==> src/rtl/gps_sched_pkg.sv <==
// gps_sched_pkg: register map, CTRL bit positions and saturating MISSED arithmetic shared by the GPS scheduler
package gps_sched_pkg;
   localparam logic [2:0] REG_CTRL      = 3'd0;
   localparam logic [2:0] REG_TIC_DIV   = 3'd1;
   localparam logic [2:0] REG_ACCUM_DIV = 3'd2;
   localparam logic [2:0] REG_STATUS    = 3'd3;
   localparam logic [2:0] REG_MISSED    = 3'd4;
   localparam logic [2:0] REG_TIC_COUNT = 3'd5;
   localparam logic [2:0] REG_ACCUM_ACK = 3'd6;
   localparam int CTRL_TIC_EN   = 0;
   localparam int CTRL_ACCUM_EN = 1;
   localparam int CTRL_INT_EN   = 2;
   localparam logic [15:0] MISSED_MAX = 16'hFFFF;
   function automatic logic [15:0] sat_add16(input logic [15:0] a, input logic [4:0] b);
      logic [16:0] s;
      s = {1'b0, a} + {12'b0, b};
      return s[16] ? MISSED_MAX : s[15:0];
   endfunction
endpackage

==> src/rtl/gps_sched_divider.sv <==
// gps_sched_divider: free-running period counter, hit marks the cycle the count reaches period
module gps_sched_divider #(
   parameter int W = 24
) (
   input  logic         clk,
   input  logic         rst,
   input  logic         en,
   input  logic         clr,
   input  logic [W-1:0] period,
   output logic         hit
);
   logic [W-1:0] cnt;
   assign hit = en & ~clr & (cnt == period);
   always_ff @(posedge clk)
      if (rst) cnt <= '0;
      else cnt <= (!en || clr || hit) ? '0 : cnt + 1'b1;
endmodule

==> src/rtl/gps_accum_scheduler.sv <==
// gps_accum_scheduler: TIC/accumulation timing, dump-flag latching and WISHBONE register file for the correlators
module gps_accum_scheduler
   import gps_sched_pkg::*;
#(
   parameter int NCH           = 12,
   parameter int DIV_W         = 24,
   parameter int TIC_DEFAULT   = 4999999,
   parameter int ACCUM_DEFAULT = 24999
) (
   input  logic           sys_clk,
   input  logic           sys_rst,
   input  logic [2:0]     wb_adr_i,
   input  logic [31:0]    wb_dat_i,
   output logic [31:0]    wb_dat_o,
   input  logic           wb_stb_i,
   input  logic           wb_cyc_i,
   input  logic           wb_we_i,
   output logic           wb_ack_o,
   input  logic [NCH-1:0] dump_i,
   output logic           tic_o,
   output logic           accum_int_o,
   output logic           gps_led
);
   logic [2:0]       ctrl;
   logic [DIV_W-1:0] tic_div, accum_div;
   logic [NCH-1:0]   dump_flags, overrun;
   logic             tic_seen;
   logic [15:0]      missed;
   logic [31:0]      tic_count, rdata;
   logic [4:0]       pop;
   logic             tic_hit, accum_hit, xfer, wr;
   logic             wr_ctrl, wr_tic_div, wr_accum_div, wr_status, wr_missed, wr_ack;
   logic             unused_bits;
   assign unused_bits  = ^wb_dat_i;
   assign xfer         = wb_stb_i & wb_cyc_i & ~wb_ack_o;
   assign wr           = xfer & wb_we_i;
   assign wr_ctrl      = wr && wb_adr_i == REG_CTRL;
   assign wr_tic_div   = wr && wb_adr_i == REG_TIC_DIV;
   assign wr_accum_div = wr && wb_adr_i == REG_ACCUM_DIV;
   assign wr_status    = wr && wb_adr_i == REG_STATUS;
   assign wr_missed    = wr && wb_adr_i == REG_MISSED;
   assign wr_ack       = wr && wb_adr_i == REG_ACCUM_ACK;
   // an overrun is a dump arriving on a flag the CPU has not yet cleared
   assign overrun = dump_i & dump_flags;
   always_comb begin
      pop = '0;
      for (int i = 0; i < NCH; i++) pop = pop + 5'(overrun[i]);
   end
   always_comb begin
      rdata = '0;
      case (wb_adr_i)
         REG_CTRL:      rdata = 32'(ctrl);
         REG_TIC_DIV:   rdata = 32'(tic_div);
         REG_ACCUM_DIV: rdata = 32'(accum_div);
         REG_STATUS:    rdata = {tic_seen, 31'(dump_flags)};
         REG_MISSED:    rdata = 32'(missed);
         REG_TIC_COUNT: rdata = tic_count;
         default:       rdata = '0;
      endcase
   end
   gps_sched_divider #(.W(DIV_W)) u_tic (
      .clk(sys_clk), .rst(sys_rst), .en(ctrl[CTRL_TIC_EN]), .clr(wr_tic_div),
      .period(tic_div), .hit(tic_hit)
   );
   gps_sched_divider #(.W(DIV_W)) u_accum (
      .clk(sys_clk), .rst(sys_rst), .en(ctrl[CTRL_ACCUM_EN]), .clr(wr_accum_div),
      .period(accum_div), .hit(accum_hit)
   );
   // sets are OR-ed in after clears so a coincident event always survives
   always_ff @(posedge sys_clk)
      if (sys_rst) begin
         wb_ack_o    <= 1'b0;
         wb_dat_o    <= '0;
         ctrl        <= '0;
         tic_div     <= DIV_W'(TIC_DEFAULT);
         accum_div   <= DIV_W'(ACCUM_DEFAULT);
         dump_flags  <= '0;
         tic_seen    <= 1'b0;
         missed      <= '0;
         tic_count   <= '0;
         tic_o       <= 1'b0;
         gps_led     <= 1'b0;
         accum_int_o <= 1'b0;
      end else begin
         wb_ack_o    <= xfer;
         if (xfer) wb_dat_o <= rdata;
         if (wr_ctrl) ctrl <= wb_dat_i[2:0];
         if (wr_tic_div) tic_div <= wb_dat_i[DIV_W-1:0];
         if (wr_accum_div) accum_div <= wb_dat_i[DIV_W-1:0];
         dump_flags  <= (dump_flags & ~(wr_status ? wb_dat_i[NCH-1:0] : '0)) | dump_i;
         tic_seen    <= (tic_seen & ~(wr_status & wb_dat_i[31])) | tic_hit;
         missed      <= sat_add16(wr_missed ? 16'd0 : missed, pop);
         tic_o       <= tic_hit;
         if (tic_hit) tic_count <= tic_count + 1'b1;
         if (tic_hit) gps_led <= ~gps_led;
         accum_int_o <= (accum_int_o & ~wr_ack) | (accum_hit & ctrl[CTRL_INT_EN]);
      end
endmodule

==> config.mk <==
export PLATFORM = sky130hd
export DESIGN_NAME = gps_accum_scheduler
export DESIGN_NICKNAME = d
export VERILOG_FILES = /design/src/rtl/gps_sched_pkg.sv /design/src/rtl/gps_sched_divider.sv /design/src/rtl/gps_accum_scheduler.sv
export SDC_FILE = /design/constraint.sdc
export NUM_CORES = 1
export LEC_CHECK = 0
export BUFFER_PORTS_ARGS = -buffer_cell sky130_fd_sc_hd__buf_2
export CORE_UTILIZATION = 54
export CTS_CLUSTER_DIAMETER = 40
export DETAILED_ROUTE_END_ITERATION = 10
export GPL_TIMING_DRIVEN = 0
export PLACE_DENSITY = 0.83
export SLEW_MARGIN = 20
export SYNTH_ARGS = -nofsm -noshare
export SYNTH_HDL_FRONTEND = slang
export SYNTH_HIERARCHICAL = 1
export SYNTH_SLANG_ARGS = --single-unit
==> constraint.sdc <==
create_clock -name sys_clk -period 5.66 [get_ports sys_clk]
set_input_delay 1.132 -clock sys_clk [delete_from_list [all_inputs] [get_ports sys_clk]]
set_output_delay 1.132 -clock sys_clk [all_outputs]
set_load 0.005 [all_outputs]
==> flow_metrics.tcl <==
set metrics [dict create \
    avgSynthCellArea_um2 8.753 \
    maxCapViolCount 0 \
    start_util_pct 55.41 \
    crit_required_ps 5990 \
    antenna_cells 0 \
    die_y_um 135.2 \
    overflow 0 \
    post_cts_buffers 0 \
    path_class "in2reg" \
    vias 8462 \
    cts_tree "yes" \
    cts_hold_buf 0 \
    area_growth_syn_to_layout_pct 13.45 \
    cts_max_level 4 \
    sw_frac_of_total_pct 24.66 \
    die_w_um 135.2 \
    ff2ff_path_depth 15 \
    synth_xor_area_share_pct 11.88 \
    hold_depth 2 \
    path_max_fanout 10 \
    slowest_delay_ps 560 \
    hp-class "reg2reg" \
    hpwl_um 19770 \
    arrival_ps 5770 \
    min_from "tic_div[17]" \
    dr.pass1.iters 6 \
    p_switching_uw 752.2 \
    synthesis.area_um2 9584 \
    p_seq_share_pct 47.1 \
    clkPwrFrac_pct 41.7 \
    grt_pass1_vias 7878 \
    period_needed_ps 5436 \
    place_congestion 0.9245 \
    antenna_found_initial 1 \
    crit_chain "buf_2 > nand2b_2 > or4b_4 > buf_6 > nand2_1 > fa_1 > fa_1 > inv_1 > fa_1 > fa_1 > fa_1 > a211oi_2 > o21bai_4 > nand4_4 > or2_4 > o21ai_2" \
    slew_violations 0 \
    finalCritPeriodShare_pct 96.05 \
    muxShareOfSynthArea_pct 2.663 \
    cp_slowest_cell "fa_1" \
    path_common_cell "fa_1" \
    synth_cell_types 66 \
    rows 48 \
    min_to "tic_div[17]" \
    worst_pin_slew_ps 754.9 \
    cts-buffers-inserted 17 \
    syn_inst 1095 \
    synth-adder-area-share_pct 3.238 \
    synth-seq-cells 196 \
    synth_edf_count 0 \
    synth_simple_gate_area_share_pct 24.99 \
    p_int_uw 2298 \
    skew_ps 10.37 \
    drc 0 \
    slew-limit-headroom_pct 49.68 \
    clk_transition_reported_paths_ps 70 \
    die_area_um2 18290 \
    ant_nets 0 \
    r2r-start "wb_ack_o" \
    wl_um 26280 \
    ys_warn_count 6 \
    vdd_drop_max_mv 0.2365 \
    yosysSeqAreaShare_pct 40.94 \
    critPathLaunchType "input pin" \
    cts.sinks 196 \
    tns_ps 0 \
    pwr_density_cell_nw_per_um2 280.5 \
    synth_top_family_by_area "simple AND/OR/NAND/NOR gates" \
    cellLeakagePower_uw 0.004040 \
    hold_viol 0 \
    core-area_um2 17300 \
    avgViaCountPerCell 5.922 \
    grt_usage_pct 29.56 \
    synth_area_leaders "dfxtp_1 41%, xnor2_1 7.9%, nand2_1 5.7%" \
    r2r-end "missed[9]" \
    p_comb_share_pct 11.3 \
    cp-end-kind "flip-flop" \
    cts.root.buffer_cell "clkbuf_16" \
    wl_per_cell_um 18.39 \
    synthFlopType "dfxtp_1" \
    pin_count 88 \
    setup_violations 0 \
    grt_pass1_wl_um 41230 \
    final_nets 1264 \
    syn_nets 1167 \
    drt_iter0_drc 940 \
    clkLatencyLatePin_ps 440 \
    async_flop_share_pct 0 \
    synth_top_area_share_pct 40.94 \
    fin_cells 1429 \
    placed_cells 1398 \
    outcome "complete, no violations" \
    grt_max_degree 17 \
    drive_gt1_share_pct 15.37 \
    fmax_ghz 0.1840 \
    clockBufferDepth 2 \
    synth-compound-area-share_pct 12.05 \
    rsz0062_at_grt "no" \
    reg2reg_slack_ps 650 \
    yosysTopAreaCell "dfxtp_1" \
    io_buffers 78 \
]
[layout by cell type (no fill, tap or decap), types with 22 or more instances in the layout]
cell,instances
nor2_1,146
nand3b_1,22
nand2_1,146
nand4_1,36
nand3_1,24
xnor2_1,86
xor2_1,44
dfxtp_1,196
clkbuf_1,31
buf_2,96
a21oi_1,64
[worst max-delay path by stage]
stage | from | to | slack (ps) | cells past startpoint
floorplan | wb_adr_i[2] | missed[10] | 140 | 16
global placement | wb_adr_i[1] | missed[6] | -280 | 16
detailed placement | wb_adr_i[1] | missed[11] | -290 | 16
CTS | wb_adr_i[1] | missed[9] | 140 | 16
global route | wb_cyc_i | missed[13] | 70 | 16
finish | wb_adr_i[1] | missed[9] | 220 | 16
[critical path, delay by kind of cell]
family          cells  cell delay, ps
compound gates      3             550
fa+ha+maj           5            2480
buf+inv             3             340
simple gates        5            1240
[per-stage QoR]
stage / hold WS, ps / instance area [um^2] / total power [uW] / util [%] / setup WS (ps)
finish: 496.4 / 10870 / 3050 / 62.86 / 223.8
global route: 511.0 / 10870 / 3155 / 62.86 / 71.52
CTS: 492.2 / 10870 / 3040 / 62.83 / 142.4
detailed placement: 479.3 / 10260 / 1800 / 59.30 / -291.6
global placement: 459.3 / 10260 / 1789 / 59.30 / -282.7
floorplan: 443.6 / 9584 / 1689 / - / 138.6
[sequential cells by signal, indices dropped and copies added, names as in the netlist]
name         cells
dump_flags      12
wb_ack_o         1
tic_seen         1
ctrl             3
accum_div       24
missed          16
gps_led          1
tic_count       32
tic_div         24
accum_int_o      1
u_accum/cnt     24
tic_o            1
wb_dat_o        32
u_tic/cnt       24
[kinds of logic (layout without fill, tap and decap cells)]
kind of cell	count (synthesis)	count (layout)
AND/OR/NAND/NOR	474	474
XOR/XNOR	130	130
AO/OA/AOI/OAI	170	170
multiplexers	24	24
buffers and inverters	81	190
adder cells (fa/ha/maj)	20	20
flip-flops	196	196
[cells in the mapped netlist, types with 19 or more instances]
master    count
a22oi_1      21
nand2_1     146
nand3_1      24
xor2_1       44
and3_1       19
a211oi_1     19
a21oi_1      64
clkbuf_1     28
inv_1        19
xnor2_1      86
dfxtp_1     196
nand4_1      36
nor2_1      146
nand3b_1     22
[power by group through the flow]
stage / combinational, uW / sequential [uW] / clock, uW
CTS: 337 / 1430 / 1270
global placement: 324 / 1460 / 0
finish: 343 / 1440 / 1270
detailed placement: 335 / 1470 / 0
floorplan: 231 / 1460 / 0
global route: 384 / 1440 / 1330
[timing repair]
item,in CTS,in global routing
resized for setup,0,1
endpoints found under the hold margin,0,0
setup endpoints to repair,0,7
[routing by layer]
| layer | global-route usage [%] | part of all wire [%] |
|---|---|---|
| met2 | 46.44 | 46 |
| met1 | 38.65 | 42 |
| met3 | 5.574 | 8.1 |
| met4 | 15.23 | 4.1 |
| met5 | 0 | 0.049 |
[layout make-up]
class                   count  area, um^2
plain buffers              60       326.6
clock buffers              24       491.7
clock inverters             7       120.1
fillers                  1432        6424
inverters                  21       80.08
multi-input cells         818        5259
flip-flops and latches    196        3924
well taps                 225       281.5
repair buffers             78       390.4
(Power assumes the default switching activity.)
